**config.mk**
```make
export PLATFORM = sky130hd
export DESIGN_NAME = fe_fifo_unpacker_flat
export DESIGN_NICKNAME = d
export VERILOG_FILES = /design/src/rtl/fe_fifo_unpacker_if.sv /design/src/rtl/fe_fifo_unpacker.sv /design/src/flat_wrapper.sv
export SDC_FILE = /design/constraint.sdc
export NUM_CORES = 1
export LEC_CHECK = 0
export CAP_MARGIN = 0
export CORE_MARGIN = 3
export CORE_UTILIZATION = 53
export CTS_CLUSTER_DIAMETER = 200
export DETAILED_ROUTE_END_ITERATION = 12
export PLACE_DENSITY = 0.85
export REMOVE_ABC_BUFFERS = 1
export SYNTH_ARGS = -nofsm -noshare
export SYNTH_HDL_FRONTEND = slang
export SYNTH_SLANG_ARGS = --single-unit
```
**constraint.sdc**
```tcl
create_clock -name cwusb_clk -period 3.8 [get_ports cwusb_clk]
set_input_delay 0.57 -clock cwusb_clk [delete_from_list [all_inputs] [get_ports cwusb_clk]]
set_output_delay 0.57 -clock cwusb_clk [all_outputs]
set_load 0.01 [all_outputs]
```
**src/rtl/fe_fifo_unpacker_if.sv**
```systemverilog
// fe_fifo_unpacker_if
//   Bundles the two handshakes of the front-end FIFO unpacker.
//   FIFO side  : I_fifo_dout (entry {data, cmd, time}), I_fifo_empty, O_fifo_rd.
//   Byte side  : O_data, O_valid, I_ready (byte moves when O_valid && I_ready).
//   Modports   : master = unpacker, slave = FIFO/consumer environment.
interface fe_fifo_unpacker_if #(
    parameter int unsigned pDATA_WIDTH           = 8,
    parameter int unsigned pTIMESTAMP_FULL_WIDTH = 16
);
    logic [pDATA_WIDTH+2+pTIMESTAMP_FULL_WIDTH-1:0] I_fifo_dout;
    logic                                           I_fifo_empty;
    logic                                           O_fifo_rd;
    logic [7:0]                                     O_data;
    logic                                           O_valid;
    logic                                           I_ready;

    modport master (
        input  I_fifo_dout,
        input  I_fifo_empty,
        input  I_ready,
        output O_fifo_rd,
        output O_data,
        output O_valid
    );

    modport slave (
        output I_fifo_dout,
        output I_fifo_empty,
        output I_ready,
        input  O_fifo_rd,
        input  O_data,
        input  O_valid
    );
endinterface

```
**src/rtl/fe_fifo_unpacker.sv**
```systemverilog
// fe_fifo_unpacker
//   Pops {data, cmd, time} entries from the front-end FIFO and serialises each
//   into bytes for the USB register read path:
//     data entry : header {time[SHORT-1:0], zero pad, cmd}, then data
//     TIME entry : header {6'b0, cmd}, then time[7:0], then time[15:8]
//
// Ports
//   cwusb_clk      sole clock
//   reset_i        synchronous, active-high reset
//   bus            fe_fifo_unpacker_if.master (FIFO pop side + byte stream side)
//   I_flush        abandon the current entry, clear counters, return to idle
//   O_idle         nothing held and no byte pending
//   O_entry_count  entries fully emitted since reset/flush (wraps)
//   O_byte_count   bytes accepted since reset/flush (wraps)
//
// Build option
//   FE_UNPACKER_PREFETCH_EN : adds a one-entry prefetch register so
//   back-to-back entries stream with no idle cycles. Without it every entry
//   pays two cycles (IDLE pop + WAIT capture) with O_valid low.
//
// pDATA_WIDTH is fixed at 8; pTIMESTAMP_SHORT_WIDTH must be <= 6 so the short
// timestamp fits above the 2-bit command in the header byte.
module fe_fifo_unpacker #(
    parameter int unsigned pDATA_WIDTH            = 8,
    parameter int unsigned pTIMESTAMP_FULL_WIDTH  = 16,
    parameter int unsigned pTIMESTAMP_SHORT_WIDTH = 3,
    parameter int unsigned pCOUNT_WIDTH           = 16,
    parameter logic [1:0]  pFE_FIFO_CMD_TIME      = 2'b10
) (
    input  logic                    cwusb_clk,
    input  logic                    reset_i,
    fe_fifo_unpacker_if.master      bus,
    input  logic                    I_flush,
    output logic                    O_idle,
    output logic [pCOUNT_WIDTH-1:0] O_entry_count,
    output logic [pCOUNT_WIDTH-1:0] O_byte_count
);

    localparam int unsigned EntryWidth = pDATA_WIDTH + 2 + pTIMESTAMP_FULL_WIDTH;

    typedef enum logic [2:0] {
        StIdle,
        StWait,
        StHdr,
        StB1,
        StB2
    } state_e;

    state_e                  state_q, state_d;
    logic [EntryWidth-1:0]   entry_q, entry_d;
    logic [pCOUNT_WIDTH-1:0] entry_cnt_q, entry_cnt_d;
    logic [pCOUNT_WIDTH-1:0] byte_cnt_q, byte_cnt_d;

    logic                    pop;
    logic                    out_valid;
    logic [7:0]              out_data;
    logic                    done;

`ifdef FE_UNPACKER_PREFETCH_EN
    logic                    pf_valid_q, pf_valid_d;
    logic                    pf_inflight_q, pf_inflight_d;
    logic [EntryWidth-1:0]   pf_entry_q, pf_entry_d;
`endif

    // Field views of the held entry.
    logic [7:0]                       data_w;
    logic [1:0]                       cmd_w;
    logic [pTIMESTAMP_FULL_WIDTH-1:0] time_w;
    logic                             is_time;
    logic [7:0]                       hdr_byte;

    assign data_w  = entry_q[EntryWidth-1 -: 8];
    assign cmd_w   = entry_q[pTIMESTAMP_FULL_WIDTH +: 2];
    assign time_w  = entry_q[pTIMESTAMP_FULL_WIDTH-1:0];
    assign is_time = (cmd_w == pFE_FIFO_CMD_TIME);

    always_comb begin
        hdr_byte      = '0;
        hdr_byte[1:0] = cmd_w;
        // TIME entries carry the full stamp in later bytes, so no short stamp.
        if (!is_time) begin
            hdr_byte[7 -: pTIMESTAMP_SHORT_WIDTH] = time_w[pTIMESTAMP_SHORT_WIDTH-1:0];
        end
    end

    always_comb begin
        state_d     = state_q;
        entry_d     = entry_q;
        entry_cnt_d = entry_cnt_q;
        byte_cnt_d  = byte_cnt_q;
        pop         = 1'b0;
        out_valid   = 1'b0;
        out_data    = '0;
        done        = 1'b0;
`ifdef FE_UNPACKER_PREFETCH_EN
        pf_valid_d    = pf_valid_q;
        pf_entry_d    = pf_entry_q;
        pf_inflight_d = 1'b0;
`endif

        case (state_q)
            StIdle: begin
                if (!bus.I_fifo_empty) begin
                    pop     = 1'b1;
                    state_d = StWait;
                end
            end
            StWait: begin
                // Entry popped last cycle is on the FIFO output now.
                entry_d = bus.I_fifo_dout;
                state_d = StHdr;
            end
            StHdr: begin
                out_valid = 1'b1;
                out_data  = hdr_byte;
                if (bus.I_ready) begin
                    state_d = StB1;
                end
            end
            StB1: begin
                out_valid = 1'b1;
                out_data  = is_time ? time_w[7:0] : data_w;
                if (bus.I_ready) begin
                    if (is_time) begin
                        state_d = StB2;
                    end else begin
                        done = 1'b1;
                    end
                end
            end
            StB2: begin
                out_valid = 1'b1;
                out_data  = time_w[15:8];
                if (bus.I_ready) begin
                    done = 1'b1;
                end
            end
            default: begin
                state_d = StIdle;
            end
        endcase

        if (out_valid && bus.I_ready) begin
            byte_cnt_d = byte_cnt_q + 1'b1;
        end

        if (done) begin
            entry_cnt_d = entry_cnt_q + 1'b1;
            state_d     = StIdle;
        end

`ifdef FE_UNPACKER_PREFETCH_EN
        // A prefetch pop issued last cycle lands in the prefetch register.
        if (pf_inflight_q) begin
            pf_valid_d = 1'b1;
            pf_entry_d = bus.I_fifo_dout;
        end

        // Chain straight into the next header when an entry is on hand; if the
        // prefetched entry is only arriving this cycle, take it from the bus.
        if (done) begin
            if (pf_valid_q) begin
                entry_d    = pf_entry_q;
                pf_valid_d = 1'b0;
                state_d    = StHdr;
            end else if (pf_inflight_q) begin
                entry_d    = bus.I_fifo_dout;
                pf_valid_d = 1'b0;
                state_d    = StHdr;
            end
        end

        // No prefetch in the done cycle: an empty slot there means IDLE pops.
        if ((state_q == StHdr || state_q == StB1 || state_q == StB2) && !done &&
            !pf_valid_q && !pf_inflight_q && !bus.I_fifo_empty) begin
            pop           = 1'b1;
            pf_inflight_d = 1'b1;
        end
`endif

        if (I_flush) begin
            state_d     = StIdle;
            pop         = 1'b0;
            // Withhold the byte so nothing is handed over in the flush cycle.
            out_valid   = 1'b0;
            out_data    = '0;
            entry_cnt_d = '0;
            byte_cnt_d  = '0;
`ifdef FE_UNPACKER_PREFETCH_EN
            pf_valid_d    = 1'b0;
            pf_inflight_d = 1'b0;
`endif
        end
    end

    always_ff @(posedge cwusb_clk) begin
        if (reset_i) begin
            state_q     <= StIdle;
            entry_q     <= '0;
            entry_cnt_q <= '0;
            byte_cnt_q  <= '0;
        end else begin
            state_q     <= state_d;
            entry_q     <= entry_d;
            entry_cnt_q <= entry_cnt_d;
            byte_cnt_q  <= byte_cnt_d;
        end
    end

`ifdef FE_UNPACKER_PREFETCH_EN
    always_ff @(posedge cwusb_clk) begin
        if (reset_i) begin
            pf_valid_q    <= 1'b0;
            pf_inflight_q <= 1'b0;
            pf_entry_q    <= '0;
        end else begin
            pf_valid_q    <= pf_valid_d;
            pf_inflight_q <= pf_inflight_d;
            pf_entry_q    <= pf_entry_d;
        end
    end
`endif

    assign bus.O_fifo_rd = pop && !reset_i;
    assign bus.O_valid   = out_valid;
    assign bus.O_data    = out_data;
    assign O_entry_count = entry_cnt_q;
    assign O_byte_count  = byte_cnt_q;

`ifdef FE_UNPACKER_PREFETCH_EN
    assign O_idle = (state_q == StIdle) && !out_valid && !pf_valid_q;
`else
    assign O_idle = (state_q == StIdle) && !out_valid;
`endif

endmodule

```
**src/flat_wrapper.sv**
```systemverilog
// flat-port wrapper written by rule: the top's interface ports become plain ports
module fe_fifo_unpacker_flat 
#(
    parameter int unsigned pDATA_WIDTH            = 8,
    parameter int unsigned pTIMESTAMP_FULL_WIDTH  = 16,
    parameter int unsigned pTIMESTAMP_SHORT_WIDTH = 3,
    parameter int unsigned pCOUNT_WIDTH           = 16,
    parameter logic [1:0]  pFE_FIFO_CMD_TIME      = 2'b10
)
  (cwusb_clk, reset_i, I_flush, O_idle, O_entry_count, O_byte_count, bus_I_fifo_dout, bus_I_fifo_empty, bus_I_ready, bus_O_fifo_rd, bus_O_data, bus_O_valid);
  fe_fifo_unpacker_if #(.pDATA_WIDTH(pDATA_WIDTH), .pTIMESTAMP_FULL_WIDTH(pTIMESTAMP_FULL_WIDTH)) bus_i ();
  input  logic cwusb_clk;
  input  logic reset_i;
  input  logic I_flush;
  output logic O_idle;
  output logic [pCOUNT_WIDTH-1:0] O_entry_count;
  output logic [pCOUNT_WIDTH-1:0] O_byte_count;
  input wire logic [$bits(bus_i.I_fifo_dout)-1:0] bus_I_fifo_dout;
  input wire logic [$bits(bus_i.I_fifo_empty)-1:0] bus_I_fifo_empty;
  input wire logic [$bits(bus_i.I_ready)-1:0] bus_I_ready;
  output wire logic [$bits(bus_i.O_fifo_rd)-1:0] bus_O_fifo_rd;
  output wire logic [$bits(bus_i.O_data)-1:0] bus_O_data;
  output wire logic [$bits(bus_i.O_valid)-1:0] bus_O_valid;
  assign bus_i.I_fifo_dout = bus_I_fifo_dout;
  assign bus_i.I_fifo_empty = bus_I_fifo_empty;
  assign bus_i.I_ready = bus_I_ready;
  assign bus_O_fifo_rd = bus_i.O_fifo_rd;
  assign bus_O_data = bus_i.O_data;
  assign bus_O_valid = bus_i.O_valid;
  fe_fifo_unpacker #(.pDATA_WIDTH(pDATA_WIDTH), .pTIMESTAMP_FULL_WIDTH(pTIMESTAMP_FULL_WIDTH), .pTIMESTAMP_SHORT_WIDTH(pTIMESTAMP_SHORT_WIDTH), .pCOUNT_WIDTH(pCOUNT_WIDTH), .pFE_FIFO_CMD_TIME(pFE_FIFO_CMD_TIME)) u_core (.cwusb_clk(cwusb_clk), .reset_i(reset_i), .bus(bus_i), .I_flush(I_flush), .O_idle(O_idle), .O_entry_count(O_entry_count), .O_byte_count(O_byte_count));
endmodule
```
**Word-level counts from Yosys, hierarchy flattened**

Cells that the tools add are included.

- Output and inout port bits: 43
- Input port bits: 31
- Logic and storage cells: 44
- Register bits after elaboration: 61

- Equal/unequal tests: 9
- Multiplexer cells: 18
- Bitwise logic cells: 1
- Reductions and logical operators: 10
- Add/sub/neg operators: 2

Operator list:

| kind | number |
|---|---|
| adder 16 x 1 -> 16 bit, second input constant | 2 |
| one-hot mux 8 bit (3 select lines) | 1 |
| 2-to-1 mux 8 bit | 2 |
| 2-to-1 mux 3 bit | 5 |
| one-hot mux 3 bit (5 select lines) | 1 |
| 2-to-1 mux 1 bit | 8 |
| equality test 3 x 2 -> 1 bit, second input constant | 2 |
| inequality test 2 bit, second input constant | 3 |
| OR reduction 3 bit | 2 |
| AND reduction 5 bit | 1 |
| equality test 3 x 1 -> 1 bit, second input constant | 1 |
| equality test 3 bit, second input constant | 1 |
| logical AND 1 bit | 3 |
| zero test 3 bit | 1 |
| equality test 2 bit, second input constant | 1 |
| zero test 1 bit | 2 |
| inequality test 2 x 1 -> 1 bit, second input constant | 1 |
| one-hot mux 1 bit (2 select lines) | 1 |
| OR reduction 2 bit | 1 |
| inverter 1 bit | 1 |

**Logic depth before layout (Yosys ltp)**

- Word-level depth: 6
- Depth in mapped cells: 7
- Mapped depth without buffers: 5

**Least setup slack after synthesis**

Ideal clock, no wire load.

- Kind: reg2out
- From: register u_core.state_q[1]
- To: output port bus_O_data[5]
- Data arrival time: 1517 ps
- Path slack: 1713 ps
- Path buffers: 1
- Stages on the path, launching flop included: 6
- Required time: 3230 ps
- Cell sequence: dfxtp_1 > clkbuf_1 > nor2b_1 > a32oi_1 > o22a_1 > nor2_1

- Word-level cells in the longest chain between the ends: 3
- Elaborated cells between the ends (all ways): 5
- Classes of those cells: 3 x eq/ne; 2 x mux

Ends and longest elaborated chain:

| element | line | source |
|---|---|---|
| start, declared | fe_fifo_unpacker.sv:49 | `state_e state_q, state_d;` |
| start signal, assigned | fe_fifo_unpacker.sv:198 | `state_q <= StIdle;` |
| start signal, assigned | fe_fifo_unpacker.sv:203 | `state_q <= state_d;` |
| equality test 3 bit or equality test 3 x 2 -> 1 bit (tied branches) | fe_fifo_unpacker.sv:101 | `case (state_q)` |
| one-hot mux 8 bit (3 select lines) * | fe_fifo_unpacker.sv:101 |  |
| 2-to-1 mux 8 bit * | fe_fifo_unpacker.sv:181 | `if (I_flush) begin` |
| end, declared | flat_wrapper.sv:22 | `output wire logic [$bits(bus_i.O_data)-1:0] bus_O_data;` |

Mark *: on every way between the ends. The rest lies on a longest branch, timed or not.

**Worst setup path in the final report**

- From: register u_core.state_q[1]
- To: output port bus_O_data[6]

The elaborated chain is that of the path after synthesis.

==> flow_summary_export.csv <==
group,metric,value,unit
place,dp_slack,862,ps
synthesis,synth-adder-area-share,0.857,%
setup_path,crit_family,"flip-flops",
synthesis,synth_top_family_by_area,"simple AND/OR/NAND/NOR gates",
clock_tree,clock_latency,340,ps
clock_tree,cts_resized,0,
timing,hold_violations,0,
global_route,grt_pass1_wl,11.9,mm
global_route,antenna_found_initial,0,
clock_tree,cts_tree,"yes",
timing,rsz0062_at_grt,"no",
clock_tree,clkSlewWorstSetupHoldPaths,60,ps
power,power_frac_seq,52.7,%
floorplan,die_w,80.2,um
detailed_routing,drt_pre_antenna_iters,4,
setup_path,crit_fanout,14,
timing,drv_slew,0,
finish,nFillCells,444,
synthesis,synthXorXnorAreaFrac,1.80,%
synthesis,syn_area_per_cell,8.07,um^2
setup_path,path_buf_inv,1,
floorplan,core-area,0.00520,mm^2
setup_path,slowest_stage,"dfxtp_1",
place,gp_congestion,0.783,
clock_tree,cts.sinks,61,
setup_path,critical_path_required,3230,ps
timing,setup_viol,0,
timing,finalCritPeriodShare,81.8,%
power,power.net_switching,283,uW
power,clkPwrFrac,40.6,%
synthesis,async_reset_ff_share,0,%
clock_tree,cts_root_buf,"clkbuf_8",
floorplan,rows,26,
setup_path,worstSetupEndpointType,"output port",
synthesis,ys_ff_latch,61,
detailed_routing,drt_wl_total,7.19,mm
synthesis,synth_compound_area_share,20.8,%
timing,fin_crit,3110,ps
finish,mostFrequentLayoutCells,"73 x clkdlybuf4s50_1, 65 x nand2_1, 61 x dfxtp_1",
setup_path,max_stage_delay,630,ps
place,place_area,0.00363,mm^2
synthesis,synth-seq-area-share,41.8,%
setup_path,critical_path_depth,5,
timing,worstMarginPinSlew,964,ps
power,p_comb_share,6.7,%
global_route,gr-total-overflow,0,
clock_tree,clock_path_buffers,2,
timing,relSlewSlack,35.7,%
synthesis,syn_area,0.00292,mm^2
detailed_routing,drt_iter0_drc,136,
power,p_int,966,uW
synthesis,yosys_warnings,0,
finish,area_growth_syn_to_layout,30.0,%
synthesis,synth_edf_count,0,
detailed_routing,wire_per_inst,14.5,um
timing,fin_skew,4.71,ps
finish,drive_above_1_share,4.00,%
finish,final_design_area_no_fill,0.00380,mm^2
timing,setup_tns,0,ps
place,dp_hpwl,5.01,mm
synthesis,synthCells,362,
finish,multi_input_area,0.00157,mm^2
finish,antenna_cells,0,
detailed_routing,final_antenna_net_count,0,
global_route,grt_pass1_vias,2708,
setup_path,startpoint_type,"flip-flop",
status,outcome,"completed",
floorplan,num_io_pins,74,
power,swShare,22.7,%
power,irDropWorstVdd,0.242,mV
finish,seqCellArea,0.00122,mm^2
synthesis,synth_simple_gate_area_share,26.3,%
synthesis,netlist-cell-type-count,47,
global_route,grtUsageTotal,23.3,%
setup_path,crit_type,"reg -> out",
setup_path,cp.arrival,2540,ps
global_route,grt_max_degree,32,
synthesis,synth_ff_type,"dfxtp_1",
worst_hold_path,hold_path_class,"reg -> reg",
clock_tree,postCtsSetupBuffers,0,
floorplan,initial_core_util,56.1,%
clock_tree,h-tree-depth,3,
detailed_routing,vias_per_cell,5.79,
finish,final_nets,453,
setup_path,path_cells,"nor2b_1 > a32oi_1 > o22a_1 > nor2_1 > clkdlybuf4s50_1",
place,port_buffers,73,
detailed_routing,drcViolationCount,0,
floorplan,dieArea,0.00644,mm^2
timing,fin_ws,692,ps
power,p_leak,0.00128,uW
floorplan,die_h,80.2,um
power,p_per_area,329,mW/mm^2
timing,clock.fmax,0.322,GHz
job,cap_viol_max_count,0,
synthesis,synth_mux_area_share,3.81,%
clock_tree,cts_buffers,9,
detailed_routing,vias,2864,
setup_path,worstRegToRegCells,4,
worst_hold_path,hold_depth,2,
finish,final_common_cell,"clkdlybuf4s50_1",
clock_tree,cts_hold_buffers,0,
worst min-delay path, stage by stage, from the launching register on:
cell and delay [ps]:
dfxtp_1 310, nand2_1 50, a21oi_1 50
layer usage:
layer	part of all wire, %	up-vias	GRT usage [%]
met4	1.3	0	9.46
met2	51	102	40.9
met5	0	-	0
met1	42	1321	27.5
met3	6.1	11	4.60
li1	-	1430	-
layout make-up:
| cell class | instances | area share (%) |
|---|---|---|
| tap | 70 | 2.31 |
| multi-input combinational | 270 | 41.2 |
| clock buffer | 15 | 4.38 |
| inverter | 4 | 0.395 |
| sequential | 61 | 32.1 |
| timing repair buffer | 74 | 19.4 |
| clock inverter | 1 | 0.132 |
logic make-up (layout without fill, tap and decap cells):
family,Yosys count,after routing
AOI/OAI and AO/OA,98,98
xor gates and xnor gates,6,6
adders and majority gates,2,2
buffers and inverters,31,94
DFF,61,61
muxes,11,11
and+or+nand+nor,153,153
power by group through the flow:
stage / Sequential [uW] / Clock (uW) / Combinational (uW)
after CTS: 658 / 516 / 83.4
after global routing: 660 / 540 / 90.9
after floorplan: 670 / 0 / 33.1
final: 659 / 507 / 83.4
after global placement: 672 / 0 / 81.1
after detailed placement: 673 / 0 / 83.0
path summary, 6_finish.rpt:
check	start	to	slack, ps
worst max-delay path	u_core.state_q[1]$_SDFFE_PP0P_	bus_O_data[6]	690
worst min-delay path	u_core.entry_q[22]$_SDFFE_PP0P_	u_core.entry_q[22]$_SDFFE_PP0P_	450
worst max register to register	u_core.state_q[0]$_SDFFE_PP0P_	u_core.O_entry_count[11]$_SDFFE_PP0P_	1400
worst min register to register	u_core.entry_q[22]$_SDFFE_PP0P_	u_core.entry_q[22]$_SDFFE_PP0P_	450
flip-flops by register name, summed over array words and instances (netlist names):
name                  count
u_core.state_q            3
u_core.entry_q           26
u_core.O_entry_count     16
u_core.O_byte_count      16
synthesized netlist by cell type, types with 2 or more instances:
cell | n | area [um^2]
nand3_1 | 9 | 45.0
xor2_1 | 3 | 26.3
a32oi_1 | 3 | 26.3
and4_1 | 5 | 43.8
mux2i_1 | 10 | 100
xnor2_1 | 3 | 26.3
o22a_1 | 5 | 43.8
buf_1 | 3 | 11.3
dfxtp_1 | 61 | 1220
inv_1 | 4 | 15.0
a22oi_1 | 2 | 15.0
o31ai_1 | 6 | 45.0
nor2_1 | 23 | 86.3
buf_6 | 2 | 22.5
o311ai_0 | 2 | 17.5
and3_1 | 4 | 25.0
ha_1 | 2 | 25.0
or3_1 | 16 | 100
nand4_1 | 9 | 56.3
nand2_1 | 65 | 244
clkbuf_1 | 19 | 71.3
buf_2 | 3 | 15.0
nor3_1 | 2 | 10.0
a2bb2oi_1 | 4 | 35.0
or4_1 | 7 | 52.6
o41ai_1 | 2 | 17.5
nor2b_1 | 3 | 18.8
a211oi_1 | 3 | 22.5
a21oi_1 | 48 | 240
nand2b_1 | 2 | 12.5
o211ai_1 | 2 | 15.0
a21o_1 | 3 | 22.5
o21ai_0 | 13 | 65.1
through the flow:
step                total power, uW  hold slack, ps  cells  util, %
global placement                753             442    479     69.7
floorplan                       704             430    335        -
CTS                            1260             456    495     73.0
global route                   1290             478    495     73.0
detailed placement              756             447    479     69.7
finish                         1250             455    495     73.0
Power figures use the tool's default switching activity.
==> variant 1 (config.mk and constraints unchanged) <==
Encoding of `state_e`: now one-hot (5 bits for 5 states).
--- a/src/rtl/fe_fifo_unpacker.sv
+++ b/src/rtl/fe_fifo_unpacker.sv
@@ -39,10 +39,10 @@
     localparam int unsigned EntryWidth = pDATA_WIDTH + 2 + pTIMESTAMP_FULL_WIDTH;
 
-    typedef enum logic [2:0] {
-        StIdle,
-        StWait,
-        StHdr,
-        StB1,
-        StB2
+    typedef enum logic [4:0] {
+        StIdle = 5'b00001,
+        StWait = 5'b00010,
+        StHdr  = 5'b00100,
+        StB1   = 5'b01000,
+        StB2   = 5'b10000
     } state_e;
 
Formal check against the unedited RTL: no difference found for any inputs over 10 cycles, from zero or initial values and one cycle with reset_i high; not proved beyond that.
==> variant 1 against the original RTL <==
- cell count is 3.0% higher
- combinational power is 25% lower
- critical path depth stayed put
- largest cell class unchanged
- total power is 1.7% lower
- design area is 1.7% higher
- sequential share of layout area is 0.49 points higher
- synthesized area is 0.99% higher
- worst setup slack worse by 0.40 ns
- sequential power is 1% higher
- hold slack better by 0.0034 ns
- sequential cell count is 2 higher
- routed wire length is 4.2% higher
- synthesized cell count is 2.5% higher
==> variant 1: results (changes against the original RTL) <==
metric;value;unit;change
status;complete, no violations;;
nets;470;;+3.8%
met3_usage;4.37;%;-0.22 points
synth_warnings;0;;unchanged
drive_gt1_share;5.68;%;+1.7 points
crit_fanout;11;;-3
ys_top_cells_by_area;dfxtp_1, nand2_1, nor2_1, a21oi_1, xor2_1;;
dr.pass1.iters;6;;+2
grt_pass1_wl;12300;um;+3.6%
synthMuxAreaShare;1.74;%;-2.1 points
via_per_inst;5.64;;-2.5%
grt_pass1_vias;2730;;+0.81%
numCtsBuffers;9;;unchanged
vdd_ir_drop_max;0.289;mV;+19%
grt_max_degree;35;;+9.4%
r2r_setup_slack;1.59;ns;+0.19 ns
cts_setup_buffers;0;;unchanged
arrival;2.94;ns;+0.40 ns
largest_register_ffs;26;;unchanged
placed_area;0.00370;mm^2;+2.0%
wl;7490;um;+4.2%
skew;0.00864;ns;+0.00393 ns
met1_usage;29.3;%;+1.8 points
final_cells;510;;+3.0%
h-tree-depth;3;;unchanged
synth_compound_area_share;13.1;%;-7.6 points
slowest_stage;nor4_1;;
pre_cts_slack;0.661;ns;-0.201 ns
synth-xor-area-share;8.02;%;+6.2 points
synth_fa_ha_area_share;0.848;%;-0.0084 points
p_leak;0.00130;uW;+2.0%
worstMarginPinSlew;0.987;ns;+0.0231 ns
postSynthCellCount;371;;+2.5%
hold_ws;0.458;ns;+0.00342 ns
yosysSeqAreaShare;42.7;%;+0.95 points
final_util;73.8;%;+0.79 points
max-clock-path-buffers;2;;unchanged
fmax;285;MHz;-11%
clk_pin_slew;0.06;ns;about the same
fillers;417;;-6.1%
synth.distinct_cells;45;;-4.3%
use_met2;41.0;%;+0.083 points
dp_cells;496;;+3.5%
place_congestion;0.886;;+13%
ys_top_cells_by_count;nand2_1, dfxtp_1, nor2_1;;
grtUsageTotal;23.9;%;+0.63 points
antenna_found_initial;0;;unchanged
drtIter0Drc;175;;+29%
dp.final_hpwl;5200;um;+4.0%
[variant 1: worst max-delay path, delay by kind of cell, from the launching register on]
kind                   cells  cell delay (ns)
AO/OA/AOI/OAI              1             0.16
buffers and inverters      1             0.56
flip-flops                 1             0.57
AND/OR/NAND/NOR            3             1.32
[variant 1: path summary, 6_finish.rpt]
check | cells past startpoint | startpoint | endpoint
max | 5 | u_core.state_q[2]$_SDFFE_PP0P_ | bus_O_data[7]
min | 2 | u_core.entry_q[8]$_SDFFE_PP0P_ | u_core.entry_q[8]$_SDFFE_PP0P_
max reg2reg | 5 | u_core.state_q[2]$_SDFFE_PP0P_ | u_core.O_byte_count[15]$_SDFFE_PP0P_
min reg2reg | 2 | u_core.entry_q[8]$_SDFFE_PP0P_ | u_core.entry_q[8]$_SDFFE_PP0P_
[variant 1: final cells by class]
| class | instances | area share (%) |
|---|---|---|
| sequential | 63 | 32.6 |
| inverter | 3 | 0.291 |
| clock buffer | 13 | 4.11 |
| tap | 70 | 2.27 |
| timing repair buffer | 77 | 19.7 |
| multi-input combinational | 283 | 40.9 |
| clock inverter | 1 | 0.130 |
[variant 1: routing by layer]
layer  share of wire (%)  up-vias
li1                    -     1406
met1                  41     1335
met2                  50      125
met3                 6.7       11
met4                 1.5        0
met5                   0        -
[variant 1: power by group]
group          switching [uW]  internal, uW  leakage [uW]  total [uW]
Combinational            25.9          36.9      0.000711        62.8
Clock                     234           265     0.0000854         499
Sequential               3.76           663      0.000508         667
Total                     264           965       0.00130        1230
[variant 1: cells by family after synthesis]
kind of cell	after synthesis
compound gates	62
mux	5
flops	63
xor+xnor	27
fa+ha+maj	2
simple gates	187
buf+inv	25
==> variant 2 (same settings) <==
Made on the original files. `pTIMESTAMP_FULL_WIDTH` is set to 16 in 3 places; all go to 20.
--- a/src/rtl/fe_fifo_unpacker_if.sv
+++ b/src/rtl/fe_fifo_unpacker_if.sv
@@ -6,5 +6,5 @@
 interface fe_fifo_unpacker_if #(
     parameter int unsigned pDATA_WIDTH           = 8,
-    parameter int unsigned pTIMESTAMP_FULL_WIDTH = 16
+    parameter int unsigned pTIMESTAMP_FULL_WIDTH = 20
 );
     logic [pDATA_WIDTH+2+pTIMESTAMP_FULL_WIDTH-1:0] I_fifo_dout;
--- a/src/rtl/fe_fifo_unpacker.sv
+++ b/src/rtl/fe_fifo_unpacker.sv
@@ -23,5 +23,5 @@
 module fe_fifo_unpacker #(
     parameter int unsigned pDATA_WIDTH            = 8,
-    parameter int unsigned pTIMESTAMP_FULL_WIDTH  = 16,
+    parameter int unsigned pTIMESTAMP_FULL_WIDTH  = 20,
     parameter int unsigned pTIMESTAMP_SHORT_WIDTH = 3,
     parameter int unsigned pCOUNT_WIDTH           = 16,
--- a/src/flat_wrapper.sv
+++ b/src/flat_wrapper.sv
@@ -3,5 +3,5 @@
 #(
     parameter int unsigned pDATA_WIDTH            = 8,
-    parameter int unsigned pTIMESTAMP_FULL_WIDTH  = 16,
+    parameter int unsigned pTIMESTAMP_FULL_WIDTH  = 20,
     parameter int unsigned pTIMESTAMP_SHORT_WIDTH = 3,
     parameter int unsigned pCOUNT_WIDTH           = 16,
Ports: changed (resized bus_I_fifo_dout); port bits go from 74 to 78. No check against the original RTL was run, so the function may have changed too.
==> variant 2 against the original RTL <==
- routed wire length shrank 6.1%
- largest cell class unchanged
- worst setup slack worse by 0.0093 ns
- global-route usage down 1.1 points
- synthesized area fell by 1.6%
- sequential cell count is the same
- design area is 0.16% lower
- critical path type unchanged
- hold slack worse by 0.0019 ns
- total power increased by 0.19%
- synthesized cell count is 2.2% lower
- clock skew is 0.0020 ns lower
==> variant 2: results (changes against the original RTL) <==
metric;value;unit;change
largest_register_ffs;26;;unchanged
via_per_inst;5.64;;-2.4%
cts.sinks;61;;unchanged
finalHoldViolCount;0;;unchanged
cts_root_buf;clkbuf_8;;
yosysSeqAreaShare;42.5;%;+0.69 points
clk_pin_slew;0.06;ns;about the same
clock_latency;0.34;ns;about the same
p_leak;0.00125;uW;-2.3%
dp.final_hpwl;4650;um;-7.1%
ys_top_cells_by_area;dfxtp_1, nand2_1, a21oi_1, or3_1, nor2_1;;
synth_fa_ha_area_share;0.871;%;+0.014 points
worst-r2r-cell-count;5;;+1
yosysTopAreaCell;dfxtp_1;;
nets;454;;+0.22%
arrival;2.55;ns;about the same
drtIter0Drc;181;;+33%
relSlewSlack;41.9;%;+6.1 points
portBuffers;73;;unchanged
async_reset_ff_share;0;%;unchanged
status;complete, no violations;;
max-clock-path-buffers;2;;unchanged
drive_gt1_share;5.45;%;+1.5 points
ys_top_cells_by_count;nand2_1, dfxtp_1, a21oi_1;;
globalRouteOverflowTotal;0;;unchanged
synth_compound_area_share;19.9;%;-0.92 points
whs_path_depth;2;;unchanged
holdCritPathClass;register to register;;
vdd_ir_drop_max;0.253;mV;+4.2%
slowest_stage;dfxtp_1;;
synth.distinct_cells;46;;-2.1%
antenna_found_initial;0;;unchanged
wl_per_cell;13.7;um;-5.5%
grt_pass1_wl;11200;um;-6.3%
slew_violations;0;;unchanged
synth-xor-area-share;2.44;%;+0.64 points
crit_fanout;14;;unchanged
critical-path-top-delay-family;simple AND/OR/NAND/NOR gates;;
grt_pass1_vias;2546;;-6.0%
fillers;419;;-5.6%
place_congestion;0.810;;+3.5%
pre_cts_slack;0.852;ns;-0.00936 ns
synthMuxAreaShare;4.01;%;+0.19 points
h-tree-depth;3;;unchanged
ctsResizeCount;0;;unchanged
grtUsageTotal;22.2;%;-1.1 points
skew;0.00267;ns;-0.00205 ns
max_stage_delay;0.58;ns;-0.05 ns
synth_warnings;0;;unchanged
variant 2: through the flow:
stage                     area [um^2]  power (uW)  hold slack (ns)  cells
after global routing             3790        1290            0.472    492
after detailed placement         3620         754            0.448    476
after global placement           3620         752            0.439    476
final                            3790        1250            0.453    492
after CTS                        3790        1260            0.456    492
after floorplan                  2770         702            0.427    330
variant 2: area by class of cell:
class / instances / area (um^2) / share of cell area, %
sequential: 61 / 1220 / 32.2
multi-input combinational: 265 / 1540 / 40.7
clock buffer: 15 / 166 / 4.39
timing repair buffer: 76 / 753 / 19.9
inverter: 4 / 15.0 / 0.396
clock inverter: 1 / 5.00 / 0.132
tap: 70 / 87.6 / 2.31
variant 2: final timing paths:
kind                                        start                              endpoint  slack (ns)
setup / recovery   u_core.state_q[1]$_SDFFE_PP0P_                         bus_O_data[4]        0.68
hold / removal    u_core.entry_q[13]$_SDFFE_PP0P_       u_core.entry_q[13]$_SDFFE_PP0P_        0.45
setup reg to reg   u_core.state_q[0]$_SDFFE_PP0P_  u_core.O_entry_count[5]$_SDFFE_PP0P_        1.71
hold reg to reg   u_core.entry_q[13]$_SDFFE_PP0P_       u_core.entry_q[13]$_SDFFE_PP0P_        0.45
variant 2: power by group:
group | leakage (uW) | internal, uW | switching [uW]
Sequential | 0.000493 | 650 | 8.10
Combinational | 0.000669 | 43.9 | 37.8
Clock | 0.0000877 | 272 | 240
Total | 0.00125 | 966 | 286
variant 2: worst register-to-register path, stage by stage (launching register included):
cell and delay [ns]:
dfxtp_1 0.62, and3b_1 0.37, a31oi_2 0.11, buf_4 0.24
or4_1 0.52, a21oi_1 0.15
variant 2: layer usage:
metal  track usage [%]  up-vias  routed length, um
met5                 0        -                  0
met2              37.1       82               3180
met1              27.0     1271               3060
met4              10.8        0                140
li1                  -     1411                  -
met3              4.63       13                378
